## src/rtl/bin2bcd_seq.sv

```systemverilog
// Sequential double-dabble binary-to-BCD converter, one input bit per clock.
// Start/done handshake; the last result is held until the next conversion completes.

module bin2bcd_digit_adj (
    input  logic [3:0] digit,
    output logic [3:0] adjusted
);
    // Values 5..9 become 8..12 so the following shift carries into the next digit.
    assign adjusted = (digit >= 4'd5) ? digit + 4'd3 : digit;
endmodule

module bin2bcd_seq #(
    parameter int WIDTH  = 16,
    parameter int DIGITS = 5
) (
    input  logic                  clk,
    input  logic                  rst_n,
    input  logic                  start,
    input  logic [WIDTH-1:0]      bin,
    output logic                  busy,
    output logic                  done,
    output logic [4*DIGITS-1:0]   bcd,
    output logic                  overflow
);
    localparam int CW = $clog2(WIDTH + 1);

    typedef enum logic [1:0] {IDLE, SHIFT, DONE} state_t;

    state_t                state, state_next;
    logic [WIDTH-1:0]      shreg, shreg_next;
    logic [4*DIGITS-1:0]   scratch, adj, scratch_next;
    logic                  ovf_acc, ovf_next, carry_out;
    logic [CW-1:0]         count;
    logic                  accept, last;

    for (genvar d = 0; d < DIGITS; d++) begin : g_digit
        bin2bcd_digit_adj u_adj (
            .digit    (scratch[4*d +: 4]),
            .adjusted (adj[4*d +: 4])
        );
    end

    // The bit leaving the top digit is lost range: remember it as overflow.
    assign {carry_out, scratch_next, shreg_next} = {adj, shreg, 1'b0};
    assign ovf_next = ovf_acc | carry_out;

    assign accept = start && (state == IDLE || state == DONE);
    assign last   = (count == CW'(1));
    assign busy   = (state == SHIFT);
    assign done   = (state == DONE);

    always_ff @(posedge clk or negedge rst_n) begin
        if (!rst_n) state <= IDLE;
        else        state <= state_next;
    end

    always_comb begin
        state_next = state;
        case (state)
            IDLE:    if (start) state_next = SHIFT;
            SHIFT:   if (last)  state_next = DONE;
            DONE:    state_next = start ? SHIFT : IDLE;
            default: state_next = IDLE;
        endcase
    end

    always_ff @(posedge clk or negedge rst_n) begin
        if (!rst_n) begin
            shreg    <= '0;
            scratch  <= '0;
            ovf_acc  <= 1'b0;
            count    <= '0;
            bcd      <= '0;
            overflow <= 1'b0;
        end else if (accept) begin
            shreg   <= bin;
            scratch <= '0;
            ovf_acc <= 1'b0;
            count   <= CW'(WIDTH);
        end else if (state == SHIFT) begin
            shreg   <= shreg_next;
            scratch <= scratch_next;
            ovf_acc <= ovf_next;
            count   <= count - CW'(1);
            if (last) begin
                bcd      <= scratch_next;
                overflow <= ovf_next;
            end
        end
    end
endmodule
```

## config.mk

```make
export PLATFORM = sky130hd
export DESIGN_NAME = bin2bcd_seq
export DESIGN_NICKNAME = d
export VERILOG_FILES = /design/src/rtl/bin2bcd_seq.sv
export SDC_FILE = /design/constraint.sdc
export NUM_CORES = 1
export LEC_CHECK = 0
export CAP_MARGIN = 10
export CORE_MARGIN = 4
export CORE_UTILIZATION = 60
export CTS_BUF_LIST = sky130_fd_sc_hd__clkbuf_8
export DETAILED_ROUTE_END_ITERATION = 8
export HOLD_SLACK_MARGIN = 0.05
export PLACE_DENSITY = 0.95
export SLEW_MARGIN = 20
export SYNTH_ARGS = -nofsm -noshare
export SYNTH_HDL_FRONTEND = slang
export SYNTH_SLANG_ARGS = --single-unit
```

## constraint.sdc

```tcl
create_clock -name clk -period 2.65 [get_ports clk]
set_input_delay 0.53 -clock clk [delete_from_list [all_inputs] [get_ports clk]]
set_output_delay 0.53 -clock clk [all_outputs]
set_load 0.01 [all_outputs]
```

; ---- Word-level counts from Yosys, hierarchy flattened
; Index checks and enable logic that the tools add are counted.
[classes]
muxes = 17
n_addsub = 6
n_bitwise = 2
eq_ne = 5
n_reduce_logical = 6
order_cmp = 5
[op_table]
columns = op, n
row1 = 2-to-1 mux 20 bit, 2
row2 = 2-to-1 mux 16 bit, 2
row3 = "adder 4 x 2 -> 4 bit, second input constant", 5
row4 = ">= comparator 4 x 3 -> 1 bit, second input constant", 5
row5 = 2-to-1 mux 4 bit, 5
row6 = 2-to-1 mux 5 bit, 2
row7 = one-hot mux 2 bit (3 select lines), 1
row8 = "== test 5 x 1 -> 1 bit, second input constant", 1
row9 = "subtractor 5 x 1 -> 5 bit, second input constant", 1
row10 = 2-to-1 mux 2 bit, 2
row11 = 2-to-1 mux 1 bit, 3
row12 = AND reduction 3 bit, 1
row13 = "== test 2 x 1 -> 1 bit, second input constant", 1
row14 = "== test 2 bit, second input constant", 1
row15 = logical NOT 2 bit, 1
row16 = "inequality test 2 x 1 -> 1 bit, second input constant", 1
row17 = "inequality test 2 bit, second input constant", 1
row18 = AND reduction 2 bit, 1
row19 = nonzero test 2 bit, 1
row20 = logical AND 1 bit, 1
row21 = logical OR 1 bit, 1
row22 = NOT 1 bit, 1
row23 = bitwise OR 1 bit, 1
[totals]
out_inout_bits = 23
regBits = 65
word_cells = 48
input_bits = 19

; ---- Longest topological paths before layout
; Gate-level depths: netlist (run 1).
[logic_depth]
depth_word = 5
ltp_mapped = 8
ltp_nobuf = 7

; ---- Modules after synthesis
; From an unflattened synthesis (run 1), not the netlist that was laid out.
[hier_totals]
hier_cells = 277
area_unflattened_um2 = 3134.3
[modules_own_cells]
columns = module, seq_area_each_um2, instances, cells_each, area_each_um2
row1 = bin2bcd_seq, 1626.6, 1, 197, 2627.5
row2 = bin2bcd_digit_adj, 0.0, 5, 16, 101.3

; ---- Worst setup path before layout (run 1)
; No wires, ideal clock.
[synth_path]
kind = register to output
start = reg state[1]
end = out busy
stages_incl_launch_ff = 4
arrival_ps = 972
path_buffers = 1
setup_slack_ps = 1148
required_ps = 2120
cell_sequence = dfrtp_1 nand2b_2 inv_4 clkbuf_1
[synth_via]
elab_chain_cells = 1
[synth_lines]
columns = element, line_no
row1 = "start, declared", 29  ; state_t state, state_next;
row2 = "start signal, assigned", 54  ; else state <= state_next;
row3 = == test 2 x 1 -> 1 bit, 49  ; assign busy = (state == SHIFT);
row4 = "end, declared", 20  ; output logic busy,
; No other way between the ends.

; ---- Worst setup path after layout (run 1)
; Ends and elaborated chain as after synthesis.

==> summary.txt, run 1 <==
Status
  – Outcome: complete, no violations

Yosys
  – Post-Syn Nets: 321
  – Post-synthesis cell area: 3050 µm²
  – Post-synth cell types: 31
  – Sequential share of the synthesized area: 0.533
  – Register bit total from synthesis: 65
  – Syn Area/Cell: 10.5 µm²
  – Post-Syn Instances: 290
  – Synth Warn #: 0

Die
  – Io pins: 42
  – Initial core utilization: 0.634
  – Floorplan row count: 25
  – Core area: 4820 µm²
  – Die X: 79.3 µm
  – Total die area: 6290 µm²
  – Chip height: 79.3 µm

STA
  – Final min period: 2560 ps
  – Setup_tns: 0 ps
  – RSZ-0062 raised after global routing: no
  – Fin Hold WS: 189 ps
  – Final hold violations: 0
  – Final cycle utilization of the critical path: 0.967
  – Skew final: 7.99 ps
  – Fin worst setup slack: 87.4 ps
  – Slew margin rel.: 0.462
  – Least-Margin Pin Slew: 806 ps
  – Timing-limited maximum frequency: 0.390 GHz
  – Slew Viols, Final: 0
  – Final Setup Violations: 0

Clocking
  – CTS tree: yes
  – Clk_lat worst skew: 350 ps
  – Sink Count: 65
  – Clk slew on worst S/H paths: 70 ps
  – Hold Buf Count CTS: 0
  – Post-CTS Setup Repair Bufs: 0
  – CTS Buf Count: 9
  – CTS root buf: clkbuf_8
  – Cts repair resizes: 0
  – H-tree depth: 3
  – CTS Buffer Depth: 2

Critical path
  – Critical Path AT: 2030 ps
  – WP data required: 2120 ps
  – Max FO, Critical Path: 35
  – Startpoint Class: register
  – Capturing element type of the critical path: output port
  – WS Path Type: reg -> out

Placement
  – DP HPWL: 4.37 mm
  – GPL Wtd Cong: 0.796
  – Port Buffers: 41
  – Setup WS pre-CTS: 335 ps

Global route
  – Met2 Use GR: 0.371
  – Number of global-route vias before repair: 2,245
  – Total track usage: 0.223
  – M1 GR Usage: 0.274
  – First-pass GRT wire length: 10.6 mm
  – Antenna violations before repair: 0
  – Maximum number of pins on one net before global-route repair: 40
  – Gr ovfl total: 0
  – Met3 Resource Use GR: 0.0442
  – Most used routing layer: met2

Routing
  – DRT antenna net count: 0
  – DRC marker count from the first detailed-route iteration: 206
  – Vias per cell: 5.67
  – Routed len/inst: 16.0 µm
  – WL final: 6.48 mm
  – DRT Pass-1 Iters: 4
  – Vias post-DR: 2,292
  – DR DRC count: 0

Min path
  – HP Class: in -> async

Power and ir drop
  – Power per standard cell area: 1300 nW/µm²
  – Leak: 1.72 nW
  – Peak supply drop: 582 µV

Run
  – Maximum capacitance violations: 0

Layout
  – Layout area overhead: 21.6%
  – Antenna fix cells: 0
  – Layout cells sized above 1: 0.0950
  – Layout Nets: 363
[metal layers]
layer	vias to the layer above	wire, µm
li1	1091	-
met5	-	0
met4	0	159
met2	64	3220
met3	16	302
met1	1121	2800
[cells in the mapped netlist]
library cell | instances | area share
a21oi_1 | 15 | 0.025
a22o_1 | 12 | 0.034
a22oi_1 | 15 | 0.037
a2bb2oi_1 | 1 | 0.0029
buf_2 | 3 | 0.0049
buf_4 | 2 | 0.0049
buf_8 | 1 | 0.0049
clkbuf_1 | 7 | 0.0086
clkinv_2 | 1 | 0.0016
dfrtp_1 | 65 | 0.53
ha_1 | 12 | 0.049
inv_1 | 12 | 0.015
inv_4 | 1 | 0.0021
mux2_2 | 3 | 0.011
mux2_4 | 7 | 0.034
mux2i_1 | 5 | 0.016
nand2_1 | 55 | 0.068
nand2_2 | 1 | 0.0021
nand2b_1 | 6 | 0.012
nand2b_2 | 1 | 0.0029
nand3_1 | 7 | 0.011
nor2_1 | 3 | 0.0037
nor2b_1 | 2 | 0.0041
nor3_1 | 5 | 0.0082
nor3b_1 | 10 | 0.025
nor4b_4 | 1 | 0.0078
o21ai_0 | 28 | 0.046
o31ai_1 | 1 | 0.0025
or4_1 | 2 | 0.0049
xnor2_1 | 5 | 0.014
xor2_1 | 1 | 0.0029
[worst max-delay path, cell delays in order, from the launching register on]
cell and delay, ps:
dfrtp_1 370, nand2b_2 310, inv_4 360, clkdlybuf4s50_1 620
[flip-flops by register name, summed over array words and instances (netlist names)]
| register | flops |
|---|---|
| state | 2 |
| bcd | 20 |
| shreg | 16 |
| ovf_acc | 1 |
| overflow | 1 |
| count | 5 |
| scratch | 20 |
[final cells by class]
class / instances / area (µm²)
Timing Repair Buffer: 44 / 440
Clock buffer: 9 / 124
Clock inverter: 7 / 80.1
Inverter: 14 / 56.3
Sequential cell: 65 / 1630
Multi-Input combinational cell: 198 / 1300
Fill cell: 325 / 1110
Tap cell: 67 / 83.8
[report_power, final]
group	internal (mW)	leakage, nW	switching [mW]
registers	1.45	0.819	0.388
logic	1.02	0.783	1.09
clock network	0.514	0.118	0.371
total	2.99	1.72	1.85
[stage by stage]
stage / std cells / utilization / cell area, µm² / power (mW)
2_1_floorplan: 290 / - / 3050 / 3.22
3_3_place_gp: 388 / 0.728 / 3510 / 3.79
3_5_place_dp: 388 / 0.728 / 3510 / 3.94
4_1_cts: 404 / 0.770 / 3710 / 4.86
5_1_grt: 404 / 0.770 / 3710 / 5.17
6_report: 404 / 0.770 / 3710 / 4.84
[path summary, 6_finish.rpt]
check	from	to	slack [ps]	cells after the start
min	rst_n	bcd[14]$_DFFE_PN0P_	190	1
max reg2reg	state[1]$_DFFE_PN0P_	bcd[1]$_DFFE_PN0P_	400	5
min in group clk	bcd[15]$_DFFE_PN0P_	bcd[15]$_DFFE_PN0P_	480	2
min reg2reg	bcd[15]$_DFFE_PN0P_	bcd[15]$_DFFE_PN0P_	480	2
max in group asynchronous	rst_n	scratch[0]$_DFFE_PN0P_	1830	2
max	state[1]$_DFFE_PN0P_	busy	90	3
[cells in the final DEF (no fill, tap or decap), types with 2 or more instances in the layout]
cell,instances
dfrtp_1,65
nand2_1,55
clkdlybuf4s50_1,40
o21ai_0,28
inv_1,16
a22oi_1,15
a21oi_1,15
a22o_1,12
ha_1,12
nor3b_1,10
clkbuf_8,9
nand3_1,7
mux2_4,7
nand2b_1,6
mux2i_1,5
xnor2_1,5
nor3_1,5
mux2_2,3
nor2b_1,2
or4_1,2
clkinv_2,2
nor2_1,2
bufinv_16,2
buf_4,2
[cell families (layout without fill, tap and decap cells)]
kind of cell / count (synthesis) / in the layout / synth area share
simple gates: 93 / 93 / 0.150
compound gates: 72 / 72 / 0.147
flops: 65 / 65 / 0.533
buf+inv: 27 / 74 / 0.0418
mux: 15 / 15 / 0.0619
fa+ha+maj: 12 / 12 / 0.0492
xor+xnor: 6 / 6 / 0.0172
Power figures use the tool's default switching activity.
==> run 2, diff against run 1 <==
- CORE_UTILIZATION: 60 -> 57
- PLACE_DENSITY: 0.95 -> 0.94
- clock period: 2.65 -> 2.85 ns (I/O delays scaled with it)
==> run 2 against run 1 <==
Against the previous run: combinational power is 8% lower; non-clock buffer count grew 1; hold slack worse by 26 ps; final cell count up 0.50%; sequential share of layout area increased by 0.51 points; critical path type unchanged; clock power down 25%; sequential power decreased by 8%.
==> summary.txt, run 2 (synthesis gave the netlist of run 1 again) <==
Clocking
  – Hold Buf Count CTS: 0 (unchanged)
  – Sink Count: 65 (unchanged)
  – Cts repair resizes: 0 (unchanged)
  – CTS Buffer Depth: 2 (unchanged)
  – CTS root buf: clkbuf_8 (unchanged)
  – CTS Buf Count: 9 (unchanged)
  – Clk_lat worst skew: 330 ps (was 350 ps)
  – H-tree depth: 3 (unchanged)
  – Clk slew on worst S/H paths: 70 ps (about the same)
  – CTS tree: yes (unchanged)
  – Post-CTS Setup Repair Bufs: 0 (unchanged)

STA
  – Timing-limited maximum frequency: 0.387 GHz
  – Setup_tns: 0 ps (unchanged)
  – Final cycle utilization of the critical path: 0.908
  – Skew final: 9.10 ps (was 7.99 ps)
  – Slew Viols, Final: 0 (unchanged)
  – Final Setup Violations: 0 (unchanged)
  – Least-Margin Pin Slew: 422 ps (was 806 ps)
  – Final min period: 2590 ps
  – RSZ-0062 raised after global routing: no (unchanged)
  – Fin worst setup slack: 263 ps (was 87.4 ps)
  – Final hold violations: 0 (unchanged)
  – Slew margin rel.: 0.718 (was 0.462)

Layout
  – Cell area after layout: 3670 µm² (was 3710 µm²)
  – Layout cells sized above 1: 0.0952 (was 0.0950)
  – Antenna fix cells: 0 (unchanged)
  – Layout Nets: 364 (was 363)
  – Commonest non-fill, non-tap cell in the layout: dfrtp_1 (unchanged)
  – Final core utilization: 0.714 (was 0.770)
  – Top Registers: bcd (20), scratch (20), shreg (16) (unchanged)
  – Highest-count cells in the layout ignoring fill and taps: dfrtp_1, nand2_1, clkdlybuf4s50_1 (unchanged)
  – Layout area overhead: 20.2% (was 21.6%)

Routing
  – Vias per cell: 5.68 (was 5.67)
  – Vias post-DR: 2,306 (was 2,292)
  – DRT antenna net count: 0 (unchanged)
  – DR DRC count: 0 (unchanged)
  – DRC marker count from the first detailed-route iteration: 133 (was 206)
  – DRT Pass-1 Iters: 4 (unchanged)
  – WL final: 6.24 mm (was 6.48 mm)
  – Routed len/inst: 15.4 µm (was 16.0 µm)

Die
  – Floorplan row count: 26 (was 25)
  – Core area: 5140 µm² (was 4820 µm²)
  – Total die area: 6590 µm² (was 6290 µm²)
  – Io pins: 42 (unchanged)
  – Die X: 81.2 µm (was 79.3 µm)
  – Initial core utilization: 0.594 (was 0.634)
  – Chip height: 81.2 µm (was 79.3 µm)

Placement
  – Post-DP Area: 3510 µm² (about the same)
  – GPL Wtd Cong: 0.800 (was 0.796)
  – DP HPWL: 4.30 mm (was 4.37 mm)
  – Setup WS pre-CTS: 605 ps (was 335 ps)
  – Port Buffers: 41 (unchanged)

Power and ir drop
  – Power per standard cell area: 1180 nW/µm² (was 1300 nW/µm²)
  – Peak supply drop: 602 µV (was 582 µV)
  – Leak: 1.70 nW (was 1.72 nW)

Global route
  – Total track usage: 0.212 (was 0.223)
  – Gr ovfl total: 0 (unchanged)
  – First-pass GRT wire length: 10.5 mm (was 10.6 mm)
  – Antenna violations before repair: 0 (unchanged)
  – Maximum number of pins on one net before global-route repair: 39 (was 40)
  – Number of global-route vias before repair: 2,293 (was 2,245)

Critical path
  – Capturing element type of the critical path: output port (unchanged)
  – Critical Path AT: 2020 ps (was 2030 ps)
  – Max FO, Critical Path: 35 (unchanged)
  – WS Path Type: reg -> out (unchanged)
  – WP data required: 2280 ps (was 2120 ps)
  – Reg2Reg Setup Slack: 610 ps (was 400 ps)
  – Startpoint Class: register (unchanged)

Status
  – Outcome: complete, no violations (unchanged)

Run
  – Maximum capacitance violations: 0 (unchanged)

Min path
  – HP Class: in -> async (unchanged)
## run 2: cell count changes in the layout (fill, tap and decap cells not counted)
cell       delta
bufinv_16     -2
inv_1         -1
clkinv_2      -1
buf_4         +2
buf_12        -1
clkbuf_8      +2
## run 2: area by class of cell
cell class                 instances  area (µm²)
inverter                          14        56.3
fill                             394        1470
multi-input combinational        198        1300
timing repair buffer              45         435
clock inverter                     3        11.3
tap                               70        87.6
sequential                        65        1630
clock buffer                      11         151
## run 2: where the power goes
group / switching [mW] / internal [mW] / total, mW / leakage (nW)
Clock: 0.317 / 0.344 / 0.662 / 0.0951
Combinational: 1.01 / 0.949 / 1.96 / 0.783
Sequential: 0.353 / 1.35 / 1.70 / 0.819
## run 2: path summary, 6_finish.rpt
kind | start | endpoint | cells after the start
max | state[1]$_DFFE_PN0P_ | busy | 3
min in group clk | bcd[15]$_DFFE_PN0P_ | bcd[15]$_DFFE_PN0P_ | 2
min | rst_n | bcd[15]$_DFFE_PN0P_ | 1
max reg2reg | state[1]$_DFFE_PN0P_ | bcd[18]$_DFFE_PN0P_ | 5
max in group asynchronous | rst_n | count[1]$_DFFE_PN0P_ | 2
min reg2reg | bcd[15]$_DFFE_PN0P_ | bcd[15]$_DFFE_PN0P_ | 2
## run 2: routing by layer
layer  track usage  share of wire
met1         0.263           0.43
met2         0.349           0.50
met3        0.0432          0.052
met4         0.110          0.021
met5             0              0
## run 2: critical path: stages, from the launching register on
cell and delay (ps):
dfrtp_1 380, nand2b_2 320, inv_4 370, clkdlybuf4s50_1 620
## run 2: through the flow
stage / cells / total power [mW] / hold WS [ps]
final: 406 / 4.32 / 163
after global routing: 406 / 4.65 / 189
after global placement: 392 / 3.52 / 458
after floorplan: 290 / 2.99 / 274
after CTS: 406 / 4.33 / 171
after detailed placement: 392 / 3.66 / 469
